--- src/rtl/comparador_serial_pkg.sv ---
// rtl/comparador_serial_pkg.sv - shared state encoding and helpers for the serial comparator family
package comparador_serial_pkg;

   typedef enum logic [1:0] {
      IDLE    = 2'd0,
      COMPARA = 2'd1,
      FIN     = 2'd2
   } state_e;

   // Bit index register width; a 1-bit operand still needs a 1-bit index.
   function automatic int idx_width(input int n);
      return (n > 1) ? $clog2(n) : 1;
   endfunction

endpackage

--- src/rtl/comparador_serial_comp_bit.sv ---
// rtl/comparador_serial_comp_bit.sv - combinational 1-bit magnitude cell
module comp_bit (
   input  logic a,
   input  logic b,
   output logic gt,
   output logic lt
);

   assign gt = a & ~b;
   assign lt = ~a & b;

endmodule

--- src/rtl/comparador_serial.sv ---
// rtl/comparador_serial.sv - MSB-first serial magnitude comparator with start/busy/done handshake
module comparador_serial
   import comparador_serial_pkg::*;
#(
   parameter int N = 3
) (
   input  logic         clk,
   input  logic         rst_n,
   input  logic         start,
   input  logic [N-1:0] A,
   input  logic [N-1:0] B,
   output logic         busy,
   output logic         done,
   output logic         F,
   output logic         E,
   output logic         L
);

   localparam int IW = idx_width(N);

   state_e          state_q;
   logic [N-1:0]    a_q;
   logic [N-1:0]    b_q;
   logic [IW-1:0]   idx_q;
   logic            busy_q;
   logic            done_q;
   logic            f_q;
   logic            e_q;
   logic            l_q;
   logic            bit_gt;
   logic            bit_lt;

   comp_bit u_comp_bit (
      .a  (a_q[idx_q]),
      .b  (b_q[idx_q]),
      .gt (bit_gt),
      .lt (bit_lt)
   );

   always_ff @(posedge clk or negedge rst_n) begin
      if (!rst_n) begin
         state_q <= IDLE;
         a_q     <= '0;
         b_q     <= '0;
         idx_q   <= '0;
         busy_q  <= 1'b0;
         done_q  <= 1'b0;
         f_q     <= 1'b0;
         e_q     <= 1'b0;
         l_q     <= 1'b0;
      end else begin
         case (state_q)
            IDLE: begin
               done_q <= 1'b0;
               if (start) begin
                  a_q     <= A;
                  b_q     <= B;
                  idx_q   <= IW'(N - 1);
                  f_q     <= 1'b0;
                  e_q     <= 1'b0;
                  l_q     <= 1'b0;
                  busy_q  <= 1'b1;
                  state_q <= COMPARA;
               end
            end
            COMPARA: begin
               // The first differing bit from the MSB decides; equality needs every bit.
               if (bit_gt) begin
                  f_q     <= 1'b1;
                  done_q  <= 1'b1;
                  state_q <= FIN;
               end else if (bit_lt) begin
                  l_q     <= 1'b1;
                  done_q  <= 1'b1;
                  state_q <= FIN;
               end else if (idx_q == '0) begin
                  e_q     <= 1'b1;
                  done_q  <= 1'b1;
                  state_q <= FIN;
               end else begin
                  idx_q <= idx_q - IW'(1);
               end
            end
            FIN: begin
               done_q  <= 1'b0;
               busy_q  <= 1'b0;
               state_q <= IDLE;
            end
            default: begin
               done_q  <= 1'b0;
               busy_q  <= 1'b0;
               state_q <= IDLE;
            end
         endcase
      end
   end

   assign busy = busy_q;
   assign done = done_q;
   assign F    = f_q;
   assign E    = e_q;
   assign L    = l_q;

endmodule

--- config.mk ---
export PLATFORM = sky130hd
export DESIGN_NAME = comparador_serial
export DESIGN_NICKNAME = d
export VERILOG_FILES = /design/src/rtl/comparador_serial_pkg.sv /design/src/rtl/comparador_serial_comp_bit.sv /design/src/rtl/comparador_serial.sv
export SDC_FILE = /design/constraint.sdc
export NUM_CORES = 1
export LEC_CHECK = 0
export CAP_MARGIN = 20
export CORE_MARGIN = 2
export CORE_UTILIZATION = 52
export DETAILED_ROUTE_END_ITERATION = 7
export PLACE_DENSITY = 0.83
export SKIP_LAST_GASP = 1
export SLEW_MARGIN = 20
export SYNTH_ARGS = -nofsm -noshare
export SYNTH_HDL_FRONTEND = slang
export SYNTH_SLANG_ARGS = --single-unit
--- constraint.sdc ---
create_clock -name clk -period 3.7 [get_ports clk]
set_input_delay 0.555 -clock clk [delete_from_list [all_inputs] [get_ports clk]]
set_output_delay 0.555 -clock clk [all_outputs]
set_load 0.02 [all_outputs]
==> results by group, run 1 <==
Clock network
  • Clock-pin slew of the registers on the worst-case setup and hold paths: 0.09 ns
  • Num CTS Buffers: 3
  • H-Tree Depth: 1
  • Number of buffers added for setup after CTS: 0
  • CTS max path bufs: 2
  • CTS resizes: 0
  • # hold bufs at CTS: 0
  • Clock sinks: 15
  • CTS tree: built
  • Clock root buffer: clkbuf_4
  • Clk_lat worst skew: 0.28 ns

GRT
  • First-pass GRT wire length: 1.95 mm
  • Initial antenna violation count: 0
  • GRT overflow: 0
  • Largest net degree at the start of global routing: 16
  • Total track usage: 0.184
  • Vias in the first global route: 470

Timing
  • Final Critical Period: 2.03 ns
  • Hold Violations, Final: 0
  • Final Cycle Share: 0.548
  • Setup violators final: 0
  • Slew Viols, Final: 0
  • Slew headroom: 0.578
  • Slew @ Worst Pin: 0.630 ns
  • Setup TNS: 0 ns
  • Achievable Freq: 493 MHz
  • Setup repair after global routing missed its margin: no
  • Clock skew: 0.00192 ns

Synthesis
  • Post-synthesis mux area share: 0.155
  • Netlist cell types: 19
  • Mapped Avg Cell Area: 11.7 sq um
  • #FFs+latches synth: 15
  • Post-synth top area cell: dfrtp_1
  • Synth Area in Simple Gates: 0.133
  • Mapped cell area: 727 sq um
  • Syn Inst Count: 62
  • Syn nets: 74
  • Complex-gate fraction of the synthesized area: 0.114
  • XOR/XNOR share of the synthesized area: 0
  • Sequential-to-total area share from yosys stat: 0.516
  • Synth top area cells: dfrtp_1 (52%), mux2_2 (9.3%), ha_1 (5.2%), a21oi_1 (4.8%), mux2i_1 (4.1%)
  • Main combinational cell family by area after synthesis: multiplexers
  • Synth Warn #: 0
  • Synth Area in Adders: 0.0516
  • Yosys top cell area share: 0.516

Power
  • Net switching power: 0.292 mW
  • VDD IR-drop max: 0.517 mV
  • Int Pwr: 0.487 mW
  • Part of the power in the clock network: 0.118
  • Logic pwr share: 0.494
  • Sw Ratio: 0.375
  • Flop pwr share: 0.388
  • Power Dens Cells: 864 mW/mm^2
  • Total leakage power: 0.409 nW

Critical path
  • CP arrival: 2.20 ns
  • Worst Setup Path Type: flop to flop
  • Critical Path Max Stage Delay: 0.48 ns
  • Buf/Inv on CP: 0
  • CP top delay family: multiplexers
  • Worst Path Required: 3.87 ns
  • Crit start category: flop
  • CP max-delay cell: dfrtp_1
  • Critical path peak fanout: 5
  • Setup crit end kind: flop
  • Worst-path cell chain: mux2i_1 -> nor2_1 -> a21o_1 -> ha_1 -> nor4b_2 -> o22ai_2 -> mux2_4

Detailed routing
  • WL/cell: 12.6 um
  • Vias/cell: 5.35
  • Routed vias: 503
  • Drt drc: 0
  • Initial drt markers: 5
  • Final wirelength: 1.19 mm
  • 1st-pass router iterations: 2
  • ANT nets after route: 0

Job
  • Maxcap violations: 0

Layout
  • Nets: 92
  • Area occupied by multi-input gates: 329 sq um
  • N_diodes: 0
  • Fillers: 113
  • Sequential cell area: 375 sq um
  • Final non-filler cell total: 94
  • P&R area growth vs syn: 24.1%
  • Share of cells above drive strength 1: 0.190

Die
  • Ports: 14
  • DIE WIDTH: 41.4 um
  • Initial Utilization: 0.559
  • Die ar.: 0.00171 sq mm
  • Row count: 13
  • Core area: 0.00130 sq mm
  • Die span in y: 41.4 um

Placement
  • Routability cong.: 0.705
  • Placed cells: 90
  • Number of port buffers: 13
  • Detailed placement HPWL: 942 um

Hold path
  • HP Class: flop to flop

Outcome
  • Status: finished, final reports clean
worst paths after layout:
check	from	endpoint	slack [ns]	depth (start not counted)
worst min-delay path	busy	busy	0.51	1
min in group asynchronous	rst_n	E	0.66	1
worst min register to register	busy	busy	0.51	1
worst max-delay path	idx_q[0]	idx_q[0]	1.67	7
worst max register to register	idx_q[0]	idx_q[0]	1.67	7
max in group asynchronous	rst_n	busy	2.63	1
metal layers:
metal / part of all wire / vias up / track usage
li1: - / 251 / -
met1: 0.47 / 240 / 0.215
met2: 0.48 / 10 / 0.309
met3: 0.047 / 2 / 0.0798
met4: 0.0051 / 0 / 0.0484
met5: 0 / - / 0
cell usage after synthesis:
cell and instances:
a21o_1 3, dfrtp_1 15, ha_1 3, inv_1 6, nand2_1 1, nor2b_1 1
nor3b_4 1, mux2_2 6, a21oi_1 7, mux2_4 1, o22ai_2 1, nand2b_1 1
nor4b_2 1, nor2_1 8, a22oi_1 1, o21ai_0 1, and2_2 1, mux2i_1 3
or2b_2 1
cell families (layout without fill, tap and decap cells):
logic type | Yosys count | count (layout)
compound gates | 13 | 13
fa+ha+maj | 3 | 3
buf+inv | 6 | 23
flops | 15 | 15
mux | 10 | 10
simple gates | 15 | 15
area by class of cell:
type	count	share of cell area
clock buffer	4	0.0291
inverter	6	0.0250
timing repair buffer	13	0.144
tap	15	0.0208
multi-input combinational	41	0.365
sequential	15	0.416
layout by cell type (no fill, tap or decap), drive strengths merged:
cell / count
dfrtp: 15
clkdlybuf4s50: 13
nor2: 8
a21oi: 7
mux2: 7
inv: 6
clkbuf: 4
mux2i: 3
a21o: 3
ha: 3
nor2b: 1
or2b: 1
nand2b: 1
nor3b: 1
nor4b: 1
nand2: 1
o21ai: 1
and2: 1
o22ai: 1
a22oi: 1
power groups by stage:
stage | clock network (mW) | registers, mW | logic [mW]
2_1_floorplan | 0 | 0.315 | 0.269
3_3_place_gp | 0 | 0.300 | 0.375
3_5_place_dp | 0 | 0.306 | 0.388
4_1_cts | 0.0934 | 0.302 | 0.391
5_1_grt | 0.104 | 0.312 | 0.433
6_report | 0.0920 | 0.303 | 0.385
stage by stage:
stage	util	cell area (sq um)	hold slack, ns	power [mW]	setup slack, ns
2_1_floorplan	-	727	0.259	0.584	1.84
3_3_place_gp	0.673	876	0.468	0.675	1.64
3_5_place_dp	0.673	876	0.487	0.694	1.59
4_1_cts	0.693	902	0.507	0.786	1.65
5_1_grt	0.693	902	0.527	0.849	1.50
6_report	0.693	902	0.506	0.779	1.67
sequential cells by signal (all words and copies together), names as in the netlist:
signal   count
state_q      2
idx_q        2
E            1
F            1
b_q          3
done         1
L            1
a_q          3
busy         1
No activity file was read; power rests on OpenSTA's default activity.
==> run 2: changes to the inputs <==
--- a/config.mk
+++ b/config.mk
@@ -7,9 +7,9 @@
 export LEC_CHECK = 0
 export CAP_MARGIN = 20
 export CORE_MARGIN = 2
-export CORE_UTILIZATION = 52
+export CORE_UTILIZATION = 48
 export DETAILED_ROUTE_END_ITERATION = 7
-export PLACE_DENSITY = 0.83
+export PLACE_DENSITY = 0.78
 export SKIP_LAST_GASP = 1
 export SLEW_MARGIN = 20
 export SYNTH_ARGS = -nofsm -noshare
==> constraint.sdc (replaced) <==
create_clock -name clk -period 1.9 [get_ports clk]
set_input_delay 0.285 -clock clk [delete_from_list [all_inputs] [get_ports clk]]
set_output_delay 0.285 -clock clk [all_outputs]
set_load 0.02 [all_outputs]
==> run 2 against run 1 <==
  * The flow now finishes with violations (negative setup slack)
  * Critical path depth did not move
  * Clock power grew 99%
  * Highest routed layer unchanged
  * Register-to-register slack got worse by 1.7 ns
==> results by group, run 2 (synthesis results as in run 1) <==
Critical path
  • Register-to-register setup slack: -0.006 ns (-1.68 ns)
  • R2r startpoint: idx_q[0]
  • Worst-path cell chain: mux2i_1 -> nor2_1 -> a21o_1 -> ha_2 -> nor4b_4 -> o22ai_2 -> mux2_4
  • Crit start category: flop
  • CP max-delay cell: dfrtp_1
  • CP top delay family: multiplexers
  • Worst Setup Path Type: flop to flop
  • Worst Setup SP: idx_q[0]
  • Critical path peak fanout: 4 (-1)
  • Worst R2R Path Depth: 7 (unchanged)
  • Cell depth of the worst setup path: 7 (unchanged)
  • Worst Path Required: 2.07 ns (-1.80 ns)
  • Setup crit end kind: flop
  • Critical Path Max Stage Delay: 0.43 ns (-0.05 ns)
  • Buf/Inv on CP: 0 (unchanged)
  • CP arrival: 2.08 ns (-0.12 ns)

Die
  • Initial Utilization: 0.500 (-0.0587)
  • Core area: 0.00145 sq mm (+12%)
  • Die span in y: 42.9 um (+3.7%)
  • Row count: 14 (+1)
  • Die ar.: 0.00184 sq mm (+7.5%)
  • Ports: 14 (unchanged)
  • DIE WIDTH: 42.9 um (+3.7%)

Power
  • Total leakage power: 0.432 nW (+5.6%)
  • VDD IR-drop max: 0.804 mV (+56%)
  • Power Dens Cells: 1740 mW/mm^2 (+100%)

Clock network
  • H-Tree Depth: 1 (unchanged)
  • CTS tree: built
  • Clk_lat worst skew: 0.28 ns (about the same)
  • CTS max path bufs: 2 (unchanged)
  • Clock sinks: 15 (unchanged)
  • Num CTS Buffers: 3 (unchanged)
  • Clock-pin slew of the registers on the worst-case setup and hold paths: 0.09 ns (about the same)
  • Number of buffers added for setup after CTS: 0 (unchanged)
  • Clock root buffer: clkbuf_4

Timing
  • Fin Hold WS: 0.406 ns (-0.0994 ns)
  • Final Critical Period: 1.91 ns (-0.123 ns)
  • Slew headroom: 0.550 (-0.0285)
  • Final setup margin: -0.00554 ns (-1.68 ns)
  • Setup violators final: 1 (+1)
  • Final Cycle Share: 1.00 (+0.455)
  • Achievable Freq: 525 MHz (+6.4%)
  • Hold Violations, Final: 0 (unchanged)
  • Slew @ Worst Pin: 0.673 ns (+0.0426 ns)
  • Setup repair after global routing missed its margin: yes
  • Slew Viols, Final: 0 (unchanged)
  • Clock skew: 0.00354 ns (+0.00162 ns)

Placement
  • Routability cong.: 0.755 (+7.0%)
  • Post-placement setup slack: -0.0206 ns (-1.61 ns)
  • Number of port buffers: 13 (unchanged)
  • Detailed placement HPWL: 923 um (-2.0%)

Layout
  • Nets: 95 (+3.3%)
  • Commonest cells after routing, fill and taps aside: dfrtp_1 (15), clkdlybuf4s50_1 (13), nor2_1 (8)
  • Biggest regs: a_q: 3 flops, b_q: 3 flops
  • Share of cells above drive strength 1: 0.256 (+0.0662)
  • Sequential cell area: 375 sq um (unchanged)
  • N_diodes: 0 (unchanged)
  • P&R area growth vs syn: 31.2%
  • Area occupied by multi-input gates: 343 sq um (+4.2%)
  • Fillers: 112 (-0.88%)
  • Commonest non-fill, non-tap cell in the layout: dfrtp_1

GRT
  • Largest net degree at the start of global routing: 16 (unchanged)
  • First-pass GRT wire length: 2.08 mm (+6.7%)
  • Total track usage: 0.154 (-0.0302)
  • Vias in the first global route: 507 (+7.9%)
  • Initial antenna violation count: 0 (unchanged)
  • GRT overflow: 0 (unchanged)

Outcome
  • Status: finished, violations left
  • Violated checks: negative setup slack

Detailed routing
  • Drt drc: 0 (unchanged)
  • Metal-1 WL: 600 um (+8.5%)
  • Final wirelength: 1.32 mm (+11%)
  • Initial drt markers: 13 (+8)
  • Routed vias: 527 (+4.8%)
  • ANT nets after route: 0 (unchanged)
  • Met2 wire len: 645 um (+13%)
  • WL/cell: 13.5 um (+6.6%)
  • DR top layer: met4
  • Met3 WL: 50 um (-11%)
  • Vias/cell: 5.38 (+0.49%)
  • 1st-pass router iterations: 4 (+2)

Hold path
  • HP Class: primary input to asynchronous set/reset pin

Job
  • Maxcap violations: 0 (unchanged)
[run 2: cell count changes in the layout (fill, tap and decap cells not counted)]
cell / change
buf_4: +2
ha_1: -2
ha_2: +2
buf_12: +1
clkbuf_1: -1
clkinv_2: +1
nor4b_2: -1
nor4b_4: +1
[run 2: path summary, 6_finish.rpt]
kind | to
min | b_q[2]
max reg2reg | idx_q[0]
min reg2reg | busy
max in group asynchronous | a_q[2]
max | idx_q[0]
min in group clk | busy
[run 2: timing repair]
item | in CTS | in global routing
pin swaps | 0 | 2
resized for setup | 1 | 2
endpoints found under the setup margin | 1 | 1
hold buffers | 0 | 0
[run 2: where the power goes]
group	switching, mW	leakage (nW)	internal (mW)	total, mW
sequential	0.128	0.183	0.463	0.590
clock	0.105	0.0177	0.0781	0.183
combinational	0.394	0.231	0.490	0.884
total	0.627	0.432	1.03	1.66
[run 2: metal layers]
layer,vias up,track usage
li1,252,-
met4,0,0.106
met5,-,0
met2,18,0.245
met1,255,0.189
met3,2,0.0255
[run 2: stage by stage]
step	utilization	TNS, ns	instance area [sq um]	power, mW	std cells
floorplan	-	0	727	1.14	62
global placement	0.627	0	912	1.39	94
detailed placement	0.627	-0.0206	912	1.42	94
CTS	0.652	0	948	1.63	98
global route	0.656	-0.0466	953	1.78	98
finish	0.656	-0.00554	953	1.66	98
[run 2: layout make-up]
| type | instances | area share |
|---|---|---|
| sequential | 15 | 0.394 |
| timing repair buffer | 16 | 0.173 |
| clock buffer | 3 | 0.0236 |
| tap | 16 | 0.0210 |
| clock inverter | 1 | 0.00525 |
| multi-input combinational | 41 | 0.360 |
| inverter | 6 | 0.0236 |
==> run 3: changes to the inputs <==
--- a/config.mk
+++ b/config.mk
@@ -6,7 +6,7 @@
 export NUM_CORES = 1
 export LEC_CHECK = 0
 export CAP_MARGIN = 20
-export CORE_MARGIN = 2
+export CORE_MARGIN = 3
 export CORE_UTILIZATION = 48
 export DETAILED_ROUTE_END_ITERATION = 7
 export PLACE_DENSITY = 0.78
==> run 3 against run 2 <==
  * The run now ends clean
  * Combinational power decreased by 3.3%
  * Sequential share of layout area is 0.31 points higher
  * Non-clock buffer count increased by 1
  * Via count fell by 2.1%
  * Register-to-register slack improved by 0.02 ns
  * Hold slack lost 0.092 ns
  * Sequential cell count unchanged
  * Count of clock-buffer cells in the layout grew 1
  * Critical path depth unchanged
  * Total power down 2.6%
  * Clock power down 4%
  * Critical path type unchanged
  * Largest cell class unchanged
  * Largest power group unchanged
==> results by group, run 3 (synthesis results as in run 1) <==
Die
  • DIE WIDTH: 44.9 um (+4.7%)
  • Die span in y: 44.9 um (+4.7%)
  • Core area: 0.00137 sq mm (-6.0%)
  • Die ar.: 0.00202 sq mm (+9.5%)
  • Row count: 13 (-1)
  • Ports: 14 (unchanged)
  • Initial Utilization: 0.532 (+0.0321)

Placement
  • Routability cong.: 0.744 (-1.4%)
  • Post-placement setup slack: -0.0447 ns (-0.0241 ns)
  • Number of port buffers: 13 (unchanged)
  • Detailed placement HPWL: 929 um (+0.67%)

Layout
  • P&R area growth vs syn: 30.1%
  • Commonest non-fill, non-tap cell in the layout: dfrtp_1
  • Commonest cells after routing, fill and taps aside: dfrtp_1 (15), clkdlybuf4s50_1 (13), nor2_1 (8)
  • Biggest regs: a_q: 3 flops, b_q: 3 flops
  • N_diodes: 0 (unchanged)
  • Nets: 96 (+1.1%)
  • Share of cells above drive strength 1: 0.253 (-0.00309)

Clock network
  • Num CTS Buffers: 3 (unchanged)
  • H-Tree Depth: 1 (unchanged)
  • CTS tree: built
  • # hold bufs at CTS: 0 (unchanged)
  • CTS max path bufs: 2 (unchanged)
  • Clock sinks: 15 (unchanged)
  • Number of buffers added for setup after CTS: 0 (unchanged)
  • Clock-pin slew of the registers on the worst-case setup and hold paths: 0.08 ns (about the same)
  • Clock root buffer: clkbuf_4
  • Clk_lat worst skew: 0.27 ns (about the same)

Timing
  • Slew headroom: 0.796 (+0.246)
  • Clock skew: 0.00211 ns (-0.00143 ns)
  • Achievable Freq: 530 MHz (+0.97%)
  • Final Cycle Share: 0.993 (-0.00960)
  • Setup repair after global routing missed its margin: yes
  • Hold Violations, Final: 0 (unchanged)
  • Setup TNS: 0 ns (+0.00554 ns)
  • Slew @ Worst Pin: 0.306 ns (-0.367 ns)
  • Final Critical Period: 1.89 ns (-0.0182 ns)
  • Final setup margin: 0.0127 ns (+0.0182 ns)
  • Setup violators final: 0 (-1)
  • Slew Viols, Final: 0 (unchanged)
  • Fin Hold WS: 0.314 ns (-0.0918 ns)

GRT
  • GRT overflow: 0 (unchanged)
  • Largest net degree at the start of global routing: 16 (unchanged)
  • Vias in the first global route: 529 (+4.3%)
  • Initial antenna violation count: 0 (unchanged)
  • Total track usage: 0.157 (+0.00304)
  • First-pass GRT wire length: 2.20 mm (+6.0%)

Detailed routing
  • 1st-pass router iterations: 2 (-2)
  • WL/cell: 12.8 um (-5.1%)
  • Initial drt markers: 3 (-10)
  • Drt drc: 0 (unchanged)
  • Routed vias: 516 (-2.1%)
  • ANT nets after route: 0 (unchanged)
  • Vias/cell: 5.27 (-2.1%)
  • Final wirelength: 1.25 mm (-5.1%)

Critical path
  • Cell depth of the worst setup path: 7 (unchanged)
  • CP max-delay cell: dfrtp_1
  • Buf/Inv on CP: 0 (unchanged)
  • Setup crit end kind: flop
  • CP arrival: 2.05 ns (-0.03 ns)
  • Worst R2R Path Depth: 7 (unchanged)
  • Worst Path Required: 2.07 ns (about the same)
  • Critical Path Max Stage Delay: 0.43 ns (about the same)
  • Critical path peak fanout: 4 (unchanged)
  • CP top delay family: multiplexers
  • Worst-path cell chain: mux2i_1 -> nor2_1 -> a21o_1 -> ha_2 -> nor4b_4 -> o22ai_2 -> mux2_4
  • Crit start category: flop
  • Worst Setup Path Type: flop to flop

Power
  • Power Dens Cells: 1710 mW/mm^2 (-1.8%)
  • Final Total Pwr: 1.62 mW (-2.6%)
  • VDD IR-drop max: 0.843 mV (+4.9%)
  • Total leakage power: 0.430 nW (-0.37%)

Hold path
  • HP Class: primary input to asynchronous set/reset pin

Job
  • Maxcap violations: 0 (unchanged)

Outcome
  • Status: finished, final reports clean
run 3: layout make-up:
cell class / count / area (sq um)
sequential: 15 / 375
multi-input combinational: 41 / 343
clock buffer: 4 / 26.3
fill: 109 / 420
inverter: 6 / 22.5
tap: 15 / 18.8
timing repair buffer: 17 / 160
run 3: where the power goes:
part           total (mW)  switching, mW  internal (mW)
logic               0.855          0.381          0.475
registers           0.586          0.123          0.463
clock network       0.175         0.0934         0.0813
total                1.62          0.597           1.02
run 3: worst paths after layout:
kind | slack [ns] | endpoint | from
setup / recovery | 0.01 | idx_q[0] | idx_q[0]
setup reg to reg | 0.01 | idx_q[0] | idx_q[0]
hold reg to reg | 0.49 | busy | busy
hold / removal | 0.31 | E | rst_n
min in group clk | 0.49 | busy | busy
max in group asynchronous | 1.42 | F | rst_n
run 3: layer usage:
layer  track usage  vias up  wire length (um)
li1              -      255                 -
met3        0.0359        2                44
met1         0.192      252               561
met4        0.0877        0                12
met2         0.255        7               634
met5             0        -                 0
run 3: per-stage QoR:
step                utilization  area [sq um]  cells
global route              0.692           946     98
detailed placement        0.663           906     94
finish                    0.692           946     98
global placement          0.663           906     94
CTS                       0.690           943     98
floorplan                     -           727     62
run 3: worst reg2reg max path, cell delays in order, from the launching register on:
cell	delay, ns
dfrtp_1	0.43
mux2i_1	0.23
nor2_1	0.08
a21o_1	0.16
ha_2	0.19
nor4b_4	0.32
o22ai_2	0.11
mux2_4	0.26
run 3: timing repair:
item	in CTS	in global routing
cloned	0	0
setup endpoints to repair	1	2
pin swaps	1	1
resized for setup	2	1
